### config.mk
export PLATFORM = sky130hd
export DESIGN_NAME = zle_arb2
export DESIGN_NICKNAME = d
export VERILOG_FILES = /design/src/rtl/zle_arb2.sv
export SDC_FILE = /design/constraint.sdc
export NUM_CORES = 1
export LEC_CHECK = 0
export ABC_AREA = 1
export CAP_MARGIN = 5
export CORE_AREA = 2 2 48 50
export CTS_BUF_LIST = sky130_fd_sc_hd__clkbuf_2
export CTS_CLUSTER_SIZE = 10
export DETAILED_ROUTE_END_ITERATION = 8
export DIE_AREA = 0 0 50 52
export GPL_ROUTABILITY_DRIVEN = 0
export PLACE_DENSITY = 0.78
export SKIP_CTS_REPAIR_TIMING = 1
export SYNTH_ARGS = -nofsm -noshare
export SYNTH_HDL_FRONTEND = slang
export SYNTH_SLANG_ARGS = --single-unit
export TNS_END_PERCENT = 1
### constraint.sdc
create_clock -name clock -period 4.3 [get_ports clock]
set_clock_uncertainty 0.15 [all_clocks]
set_input_delay 0.43 -clock clock [delete_from_list [all_inputs] [get_ports clock]]
set_output_delay 0.43 -clock clock [all_outputs]
set_load 0.1 [all_outputs]
### src/rtl/zle_arb2.sv
// zle_arb2: two-requester arbiter in front of one shared ZLE encoder; grants move only when no zero run is open.
// Optional burst limit on a grant is compiled in with `define ZLE_ARB_BURST_EN.
module zle_arb2 #(
  parameter int unsigned BURST  = 8,
  parameter int unsigned PCNT_W = 3
) (
  input  logic       clock,
  input  logic       reset,
  input  logic [2:0] a_d,
  input  logic       a_v,
  output logic       a_b,
  input  logic [2:0] b_d,
  input  logic       b_v,
  output logic       b_b,
  output logic [2:0] e_i_d,
  output logic       e_i_v,
  input  logic       e_i_b,
  input  logic [3:0] e_o_d,
  input  logic       e_o_v,
  output logic       e_o_b,
  output logic [3:0] ao_d,
  output logic       ao_v,
  input  logic       ao_b,
  output logic [3:0] bo_d,
  output logic       bo_v,
  input  logic       bo_b
);

  typedef enum logic [1:0] {IDLE, OWN_A, OWN_B, DRAIN} state_t;
  typedef enum logic [1:0] {O_NONE, O_A, O_B} owner_t;

  state_t            state, state_nx;
  owner_t            owner, last;
  logic [PCNT_W-1:0] pcnt;
  logic              zflag;
  logic              stall, burst_hit, owning, cur_v, oth_v, yield, enter;
  logic              acc_in, in_nz, lit_out;

  assign stall   = (pcnt == '1);
  assign owning  = (state == OWN_A) || (state == OWN_B);
  assign cur_v   = (state == OWN_A) ? a_v : b_v;
  assign oth_v   = (state == OWN_A) ? b_v : a_v;
  assign acc_in  = e_i_v & ~e_i_b;
  assign in_nz   = acc_in & (e_i_d != '0);
  assign lit_out = e_o_v & ~e_o_b & ~e_o_d[3];
  // Registered zflag keeps a yield from ever splitting an open zero run.
  assign yield   = owning & oth_v & ~zflag & (~cur_v | burst_hit);
  assign enter   = ((state == IDLE) || (state == DRAIN)) &&
                   ((state_nx == OWN_A) || (state_nx == OWN_B));

`ifdef ZLE_ARB_BURST_EN
  localparam int unsigned BCNT_W = $clog2(BURST + 1);
  logic [BCNT_W-1:0] bcnt;

  assign burst_hit = (bcnt == BCNT_W'(BURST));

  always_ff @(posedge clock or negedge reset) begin
    if (!reset) begin
      bcnt <= '0;
    end else if (enter) begin
      bcnt <= '0;
    end else if (in_nz && !burst_hit) begin
      bcnt <= bcnt + 1'b1;
    end
  end
`else
  assign burst_hit = 1'b0;
`endif

  always_ff @(posedge clock or negedge reset) begin
    if (!reset) begin
      state <= IDLE;
    end else begin
      state <= state_nx;
    end
  end

  always_comb begin
    state_nx = state;
    unique case (state)
      IDLE: begin
        if (a_v && (!b_v || last == O_B)) begin
          state_nx = OWN_A;
        end else if (b_v) begin
          state_nx = OWN_B;
        end
      end
      OWN_A, OWN_B: begin
        if (yield) begin
          state_nx = DRAIN;
        end
      end
      DRAIN: begin
        if (pcnt == '0) begin
          state_nx = (owner == O_A) ? OWN_B : OWN_A;
        end
      end
      default: state_nx = IDLE;
    endcase
  end

  always_comb begin
    a_b   = 1'b1;
    b_b   = 1'b1;
    e_i_v = 1'b0;
    e_i_d = '0;
    unique case (state)
      OWN_A: begin
        e_i_d = a_d;
        e_i_v = a_v & ~stall;
        a_b   = e_i_b | stall;
      end
      OWN_B: begin
        e_i_d = b_d;
        e_i_v = b_v & ~stall;
        b_b   = e_i_b | stall;
      end
      default: ;
    endcase

    ao_d  = e_o_d;
    bo_d  = e_o_d;
    ao_v  = 1'b0;
    bo_v  = 1'b0;
    e_o_b = 1'b1;
    unique case (owner)
      O_A: begin
        ao_v  = e_o_v;
        e_o_b = ao_b;
      end
      O_B: begin
        bo_v  = e_o_v;
        e_o_b = bo_b;
      end
      default: ;
    endcase
  end

  always_ff @(posedge clock or negedge reset) begin
    if (!reset) begin
      owner <= O_NONE;
      last  <= O_B;
      pcnt  <= '0;
      zflag <= 1'b0;
    end else begin
      if (in_nz && !lit_out && !stall) begin
        pcnt <= pcnt + 1'b1;
      end else if (!in_nz && lit_out && pcnt != '0) begin
        pcnt <= pcnt - 1'b1;
      end

      if (enter) begin
        owner <= (state_nx == OWN_A) ? O_A : O_B;
        last  <= (state_nx == OWN_A) ? O_A : O_B;
        zflag <= 1'b0;
      end else if (acc_in) begin
        zflag <= (e_i_d == '0);
      end
    end
  end

endmodule

## Word-level counts from Yosys, hierarchy flattened

Index checks and enable logic that the tools add are counted.

| storage, ports and cells | value |
|---|---|
| register bits after elaboration | 10 |
| input bits | 18 |
| output and inout port bits | 17 |
| logic and storage cells | 74 |

| cells by class | value |
|---|---|
| add/sub/neg operators | 2 |
| eq/ne operators | 9 |
| muxes and demuxes | 20 |
| bitwise operators | 16 |
| reductions and logical operators | 22 |

Operators by type and width:

| operator | number |
|---|---|
| 2-to-1 mux 2 bit | 6 |
| equality test 2 bit (second input constant) | 5 |
| AND 1 bit | 9 |
| 2-to-1 mux 1 bit | 8 |
| equality test 2 x 1 -> 1 bit (second input constant) | 3 |
| logical AND 1 bit | 6 |
| logical NOT 3 bit | 2 |
| 2-to-1 mux 3 bit | 2 |
| NOT 1 bit | 6 |
| case mux 2 bit (3 select lines) | 1 |
| case mux 3 bit (2 select lines) | 1 |
| nonzero test 3 bit | 2 |
| logical NOT 1 bit | 4 |
| logical OR 1 bit | 4 |
| case mux 1 bit (2 select lines) | 2 |
| nonzero test 2 bit | 2 |
| adder 3 x 1 -> 3 bit (second input constant) | 1 |
| equality test 3 bit (second input constant) | 1 |
| subtractor 3 x 1 -> 3 bit (second input constant) | 1 |
| logical NOT 2 bit | 1 |
| OR reduction 2 bit | 1 |
| OR 1 bit | 1 |

## Logic depth before layout (Yosys ltp)

Gate-level depths: netlist of the first run.

| depth | value |
|---|---|
| depth after elaboration | 11 |
| depth in mapped cells | 13 |

## Worst setup path after synthesis of the first run

No wires, ideal clock.

| path | value |
|---|---|
| path kind | register to output |
| start | register state[0] |
| end | output port e_i_v |
| data arrival time | 2.583 ns |
| required time | 3.720 ns |
| setup slack | 1.137 ns |
| stages on the path, launching flop included | 6 |
| buffers on the path | 1 |
| cell sequence | dfrtp_1 inv_1 ha_1 buf_12 nand3_2 a31oi_1 |

| on the way | value |
|---|---|
| longest elaborated chain between the ends | 2 |
| elaborated cells between the ends (all ways) | 3 |

Ends and longest elaborated chain:

| element | RTL line | RTL |
|---|---|---|
| start, declared | 32 | `state_t state, state_nx;` |
| start signal, assigned | 74 | `state <= state_nx;` |
| equality test 2 bit or equality test 2 x 1 -> 1 bit (tied branches) | 107 | `unique case (state)` |
| case mux 1 bit (2 select lines) (*) | 107 |  |
| end, declared | 16 | `output logic e_i_v,` |

Mark *: on every way between the ends. The rest lies on a longest branch, timed or not.

## Worst setup path after layout of the first run

| path | value |
|---|---|
| start | register state[1] |
| end | output port e_i_d[1] |

| on the way | value |
|---|---|
| longest elaborated chain between the ends | 2 |
| elaborated cells between the ends (all ways) | 3 |

Ends and longest elaborated chain:

| element | RTL line | RTL |
|---|---|---|
| equality test 2 bit or equality test 2 x 1 -> 1 bit (tied branches) | 107 |  |
| case mux 3 bit (2 select lines) (*) | 107 |  |
| end, declared | 15 | `output logic [2:0] e_i_d,` |

Marks and branches as above.

==> summary.md, run 1 <==
| Metric | Value |
|---|---|
| Result of the run | finished clean |
| Port-buffer cells | 25 |
| Global Route Usage Sum | 15.6% |
| Cell type with the highest aggregate area in the netlist | dfrtp_1 |
| Die footprint | 2600 µm² |
| Number of buffers added by the clock tree synthesis step | 3 |
| Worst R2R Setup Slack | roughly 1800 ps |
| Via count | approximately 800 |
| Most used DFF post-synth | dfrtp_1 |
| Number of hold violations in the final report | 0 |
| Max Slew Vio Count | 0 |
| Count of max-cap constraint violations | 0 |
| CP endpoint kind | output port |
| Utilization of the core after routing | a little over half |
| Clk_lat worst skew | 250 ps |
| DPL Wire Length | approximately 1.6 mm |
| Depth of the CTS H-tree | 1 |
| Post-Syn Area | 876 µm² |
| Worst setup timing slack at the placement stage | 1380 ps |
| Die Span Y | between 50 and 60 µm |
| Distinct cell type count after synthesis | 22 |
| Setup repair after global routing missed its margin | false |
| CTS tree | yes |
| Effective utilization at floorplan | 41.6% |
| Syn Inst Count | around 130 |
| Maximum fanout along the worst path | 6 |
| Clk pin slew, worst setup/hold paths | 90 ps |
| Fmax | 312 MHz |
| TritonCTS Sinks | 9 |
| Clock period minus final worst setup slack | about 3200 ps |
| Routed wire length per instance | 10.9 µm |
| Remaining global-route overflow | 0 |
| Maximum buffer depth of the clock tree | 2 |
| Share of the clock period used by the worst path after layout | 74.6% |
| Fraction of post-synthesis cell area in the top cell type by area | 22.9% |
| Count of unresolved DRC violations after routing | 0 |
| Post-synth EDFFs | 0 |
| Pin count of the biggest net entering global routing | 10 |
| Setup-failing EPs final | 0 |
| Synth area leaders | dfrtp_1 (23%), nand2_1 (15%), ha_1 (13%) |
| Vias in the first global route | around 770 |
| Area of the core | between 2000 and 2500 µm² |
| Total of warnings raised by yosys | 0 |
| Max-slew headroom at the worst pin | 34.8% |
| Detailed-router iteration count before antenna repair | 4 |
| Worst Tran Pin Value | around 1000 ps |
| Setup ws final | around 1100 ps |
| Antenna diodes | 0 |
| Clock tree root driver cell | clkbuf_2 |
| Mean cell area of the mapped netlist | 7.01 µm² |
| Fraction of final layout cells with drive strength greater than 1 | 8.28% |
| First-iteration detailed-routing DRC count | 9 |
| Post-route cell area | 1100 µm² |
| Placement Cell Area | 1080 µm² |
| Worst endpoint required time | 3720 ps |
| Most instantiated cells after synthesis | nand2_1 (36), inv_1 (24), ha_1 (9) |
| Nets | around 170 |
| Arr. time, crit path | around 2600 ps |
| Die outline width | about 50 µm |
| Sequential fraction of the synthesis area | 25.9% |
| Standard-cell row count | 17 |
| Most repeated cell in the gate-level netlist after synthesis | nand2_1 |
| Detail Route Antenna Nets | 0 |
| Antenna violations before repair | 0 |
| Wire length reported by the detailed router | 1.89 mm |
| Layout Area Growth over Synthesis | 25.4% |
| Ports placed on the boundary | 35 |
| Type of the worst min-delay path | input pin to asynchronous set/reset pin |
| Number of flip-flops and latches in the synthesized netlist | 9 |
| Fraction of synthesis flops using an asynchronous set or reset pin | 100% |
| Avg Vias per Cell | 4.74 |
| Critical path class | flip-flop to output port |
| Startpoint type of the worst setup path | flip-flop |
| Fill cell count | 221 |
| Synthesized Nets | 153 |
| Wire length of the first global-routing pass | 3.08 mm |
| Setup TNS | 0 ps |
final timing paths:
kind                                     start  depth (start not counted)              endpoint
max                         state[1]$_DFF_PN0_                          7              e_i_d[1]
min                                      reset                          1   pcnt[0]$_DFFE_PN0P_
max reg2reg                 state[0]$_DFF_PN0_                         10  owner[1]$_DFFE_PN0P_
min reg2reg                last[1]$_DFFE_PN1P_                          2   last[1]$_DFFE_PN1P_
max in group asynchronous                reset                          1   last[1]$_DFFE_PN1P_
min in group clock         last[1]$_DFFE_PN1P_                          2   last[1]$_DFFE_PN1P_
registers in the layout, indices dropped and copies added, names as in the netlist:
name / cells
pcnt: 3
owner: 2
state: 2
last: 1
zflag: 1
cells by family (layout without fill, tap and decap cells):
group                      after synthesis  in the layout  share of synthesized area, %
adders and majority gates               10             10                          15.1
AOI/OAI and AO/OA                       18             18                          11.6
DFF                                      9              9                          25.9
and+or+nand+nor                         54             54                          27.6
buffers and inverters                   34             54                          19.9
critical path, stage by stage (launching register included):
cell and delay, ps:
dfrtp_1 440, inv_1 170, ha_1 320, nand2_1 80, nand2_1 90, nand2_1 80, inv_1 70, clkdlybuf4s50_1 1120
stage by stage:
stage / cells / hold slack [ps]
2_1_floorplan: 125 / -15.6
3_3_place_gp: 169 / 311
3_5_place_dp: 169 / 331
4_1_cts: 173 / 323
5_1_grt: 173 / 324
6_report: 173 / 322
placed cells by master, fill, tap and decap left out:
cell and instances:
a211oi_1 1, a21oi_1 7, a31oi_1 2, buf_4 1, clkbuf_2 4, clkdlybuf4s50_1 24, dfrtp_1 8, dfstp_2 1
fa_1 1, ha_1 9, inv_1 24, inv_2 1, nand2_1 36, nand2_2 1, nand3_1 6, nand3_2 3
nand4_1 1, nor2_1 6, nor2_4 1, o2111ai_1 1, o211ai_1 1, o21ai_0 5, o21ai_1 1
cell type report:
class,instances,area [µm²],share of cell area (%)
Inverter,25,93.8,8.54
Clock buffer,4,20.0,1.82
Sequential cell,9,226,20.6
Timing Repair Buffer,25,248,22.6
Multi-Input combinational cell,82,475,43.3
Tap cell,28,35.0,3.19
per-layer routing:
| layer | global-route usage [%] | vias to the layer above | wire length, µm |
|---|---|---|---|
| met1 | 17.2 | 386 | 813 |
| met4 | 6.94 | 0 | 27 |
| li1 | - | 423 | - |
| met5 | 0 | - | 0 |
| met2 | 29.4 | 8 | 1000 |
| met3 | 2.01 | 3 | 49 |
Power of run 1 is not shown: default switching activity piles up to over one toggle a cycle in this logic, so the estimate is an artifact.
==> run 2, diff against run 1 <==
==> constraint.sdc (replaced) <==
create_clock -name clock -period 3.2 [get_ports clock]
set_clock_uncertainty 0.15 [all_clocks]
set_input_delay 0.32 -clock clock [delete_from_list [all_inputs] [get_ports clock]]
set_output_delay 0.32 -clock clock [all_outputs]
set_load 0.1 [all_outputs]
==> run 2 against run 1 <==
  * Sequential share of layout area is 0.48 points higher
  * Final cell count stayed put
  * Clock-buffer cell count is 1 lower
  * Sequential cell count stayed put
  * Critical path depth is 3 higher
  * Non-clock buffer count stayed put
  * Hold slack worse by 130 ps
  * Die area stayed put
  * Register-to-register slack worse by 1000 ps
  * Final area is 2.3% lower
  * Core utilization is 1.2 points lower
  * Via count is 0.37% lower
  * Critical endpoint is now owner[1]$_DFFE_PN0P_
  * Largest cell class unchanged
  * Highest routed layer unchanged
==> summary.md, run 2 (synthesis gave the netlist of run 1 again) <==
| Metric | Value |
|---|---|
| Max Slew Vio Count | 0 |
| Share of the clock period used by the worst path after layout | 75.4% |
| Ports placed on the boundary | 35 |
| Number of hold violations in the final report | 0 |
| Max-slew headroom at the worst pin | 73.8% |
| Clock tree root driver cell | clkbuf_2 |
| Depth of the CTS H-tree | 1 |
| Worst Tran Pin Value | 392 ps |
| Standard-cell row count | 17 |
| Maximum buffer depth of the clock tree | 2 |
| Count of unresolved DRC violations after routing | 0 |
| CP endpoint kind | flip-flop |
| Number of standard cells in the layout, taps in and fillers out | 173 |
| Antenna violations before repair | 0 |
| Clock period minus final worst setup slack | 2410 ps |
| Setup ws final | 786 ps |
| Avg Vias per Cell | 4.72 |
| Critical path class | flip-flop to flip-flop |
| Register bank with the most flops | pcnt |
| Setup TNS | 0 ps |
| Type of the worst min-delay path | input pin to asynchronous set/reset pin |
| Count of max-cap constraint violations | 0 |
| Global Route Usage Sum | roughly 15% |
| Port-buffer cells | 25 |
| Vias in the first global route | between 700 and 800 |
| First-iteration detailed-routing DRC count | 20 |
| Pin count of the biggest net entering global routing | 10 |
| Startpoint type of the worst setup path | flip-flop |
| Clk_lat worst skew | 250 ps |
| Clk pin slew, worst setup/hold paths | 90 ps |
| Kind of cell adding the most delay to the critical path | adder cells |
| Leading cell types in the layout, fill and taps excluded | nand2_1 (36), inv_1 (24), clkdlybuf4s50_1 (14) |
| Antenna diodes | 0 |
| CTS tree | yes |
| Number of buffers added by the clock tree synthesis step | 3 |
| Slowest cell delay on critical path | between 400 and 500 ps |
| Wire length reported by the detailed router | roughly 1.8 mm |
| Setup-failing EPs final | 0 |
| Crit-path cells | inv_1 -> ha_1 -> o2111ai_1 -> a31oi_1 -> ha_1 -> nor2_1 -> inv_1 -> nor2_1 -> inv_1 -> o21ai_0 |
| Result of the run | finished clean |
| Worst setup timing slack at the placement stage | around 700 ps |
| Arr. time, crit path | approximately 2400 ps |
| Worst hold margin | just under 200 ps |
| Area of the core | 2110 µm² |
| Layout Area Growth over Synthesis | 22.6% |
| Number of flip-flops under the largest register name | 3 |
| Fmax | 414 MHz |
| Nets | 174 |
| Biggest regs | pcnt x3, owner x2, state x2 |
| Die outline width | 50 µm |
| Detail Route Antenna Nets | 0 |
| Effective utilization at floorplan | 41.6% |
| Detailed-router iteration count before antenna repair | 5 |
| Setup repair after global routing missed its margin | false |
| Maximum fanout along the worst path | 8 |
| Wire length of the first global-routing pass | 2.97 mm |
| Remaining global-route overflow | 0 |
| DPL Wire Length | 1.53 mm |
| Routed wire length per instance | 10.2 µm |
| Die Span Y | approximately 52 µm |
| Count of buffering cells on the critical path with inverters included | 3 |
| Most common library cell in the layout ignoring fill and taps | nand2_1 |
| Fraction of final layout cells with drive strength greater than 1 | 15.2% |
| Via count | about 820 |
| Fill cell count | around 200 |
| Worst endpoint required time | 3230 ps |
| Die footprint | roughly 2600 µm² |
| Worst-path cell with the longest stage delay | dfrtp_1 |
| Placed cell count | 169 |
| Most numerous cell on the critical path | inv_1 |
| TritonCTS Sinks | 9 |
==> run 2: final cells by class <==
type,count,area (µm²),share of cell area [%]
multi-input combinational,82,475,44.3
sequential,9,226,21.1
timing repair buffer,25,223,20.7
inverter,25,93.8,8.74
tap,28,35.0,3.26
clock buffer,3,15.0,1.40
clock inverter,1,5.00,0.466
==> run 2: worst register-to-register path, delay by kind of cell, from the launching register on <==
family / cells / cell delay [ps]
adders and majority gates: 2 / 710
AOI/OAI and AO/OA: 3 / 510
DFF: 1 / 450
buffers and inverters: 3 / 290
and+or+nand+nor: 2 / 240
==> run 2: path summary, 6_finish.rpt <==
path	from	end	slack [ps]	cells after the start
worst max-delay path	state[0]$_DFF_PN0_	owner[1]$_DFFE_PN0P_	790	10
worst min-delay path	reset	pcnt[0]$_DFFE_PN0P_	190	1
worst max register to register	state[0]$_DFF_PN0_	owner[1]$_DFFE_PN0P_	790	10
worst min register to register	last[1]$_DFFE_PN1P_	last[1]$_DFFE_PN1P_	330	2
max in group asynchronous	reset	last[1]$_DFFE_PN1P_	2390	1
min in group clock	last[1]$_DFFE_PN1P_	last[1]$_DFFE_PN1P_	330	2
==> run 2: through the flow <==
step | instance area (µm²) | util, %
2_1_floorplan | 876 | -
3_3_place_gp | 1050 | 50.0
3_5_place_dp | 1050 | 50.0
4_1_cts | 1070 | 51.0
5_1_grt | 1070 | 51.0
6_report | 1070 | 51.0
==> run 2: metal layers <==
layer  global-route usage [%]  share of wire, %  routed length (µm)
met2                     26.5                53                 933
met4                     4.63              0.79                  14
met5                        0                 0                   0
met3                     4.31               4.8                  85
met1                     17.4                42                 735
Power of run 2 is left out for the same reason.
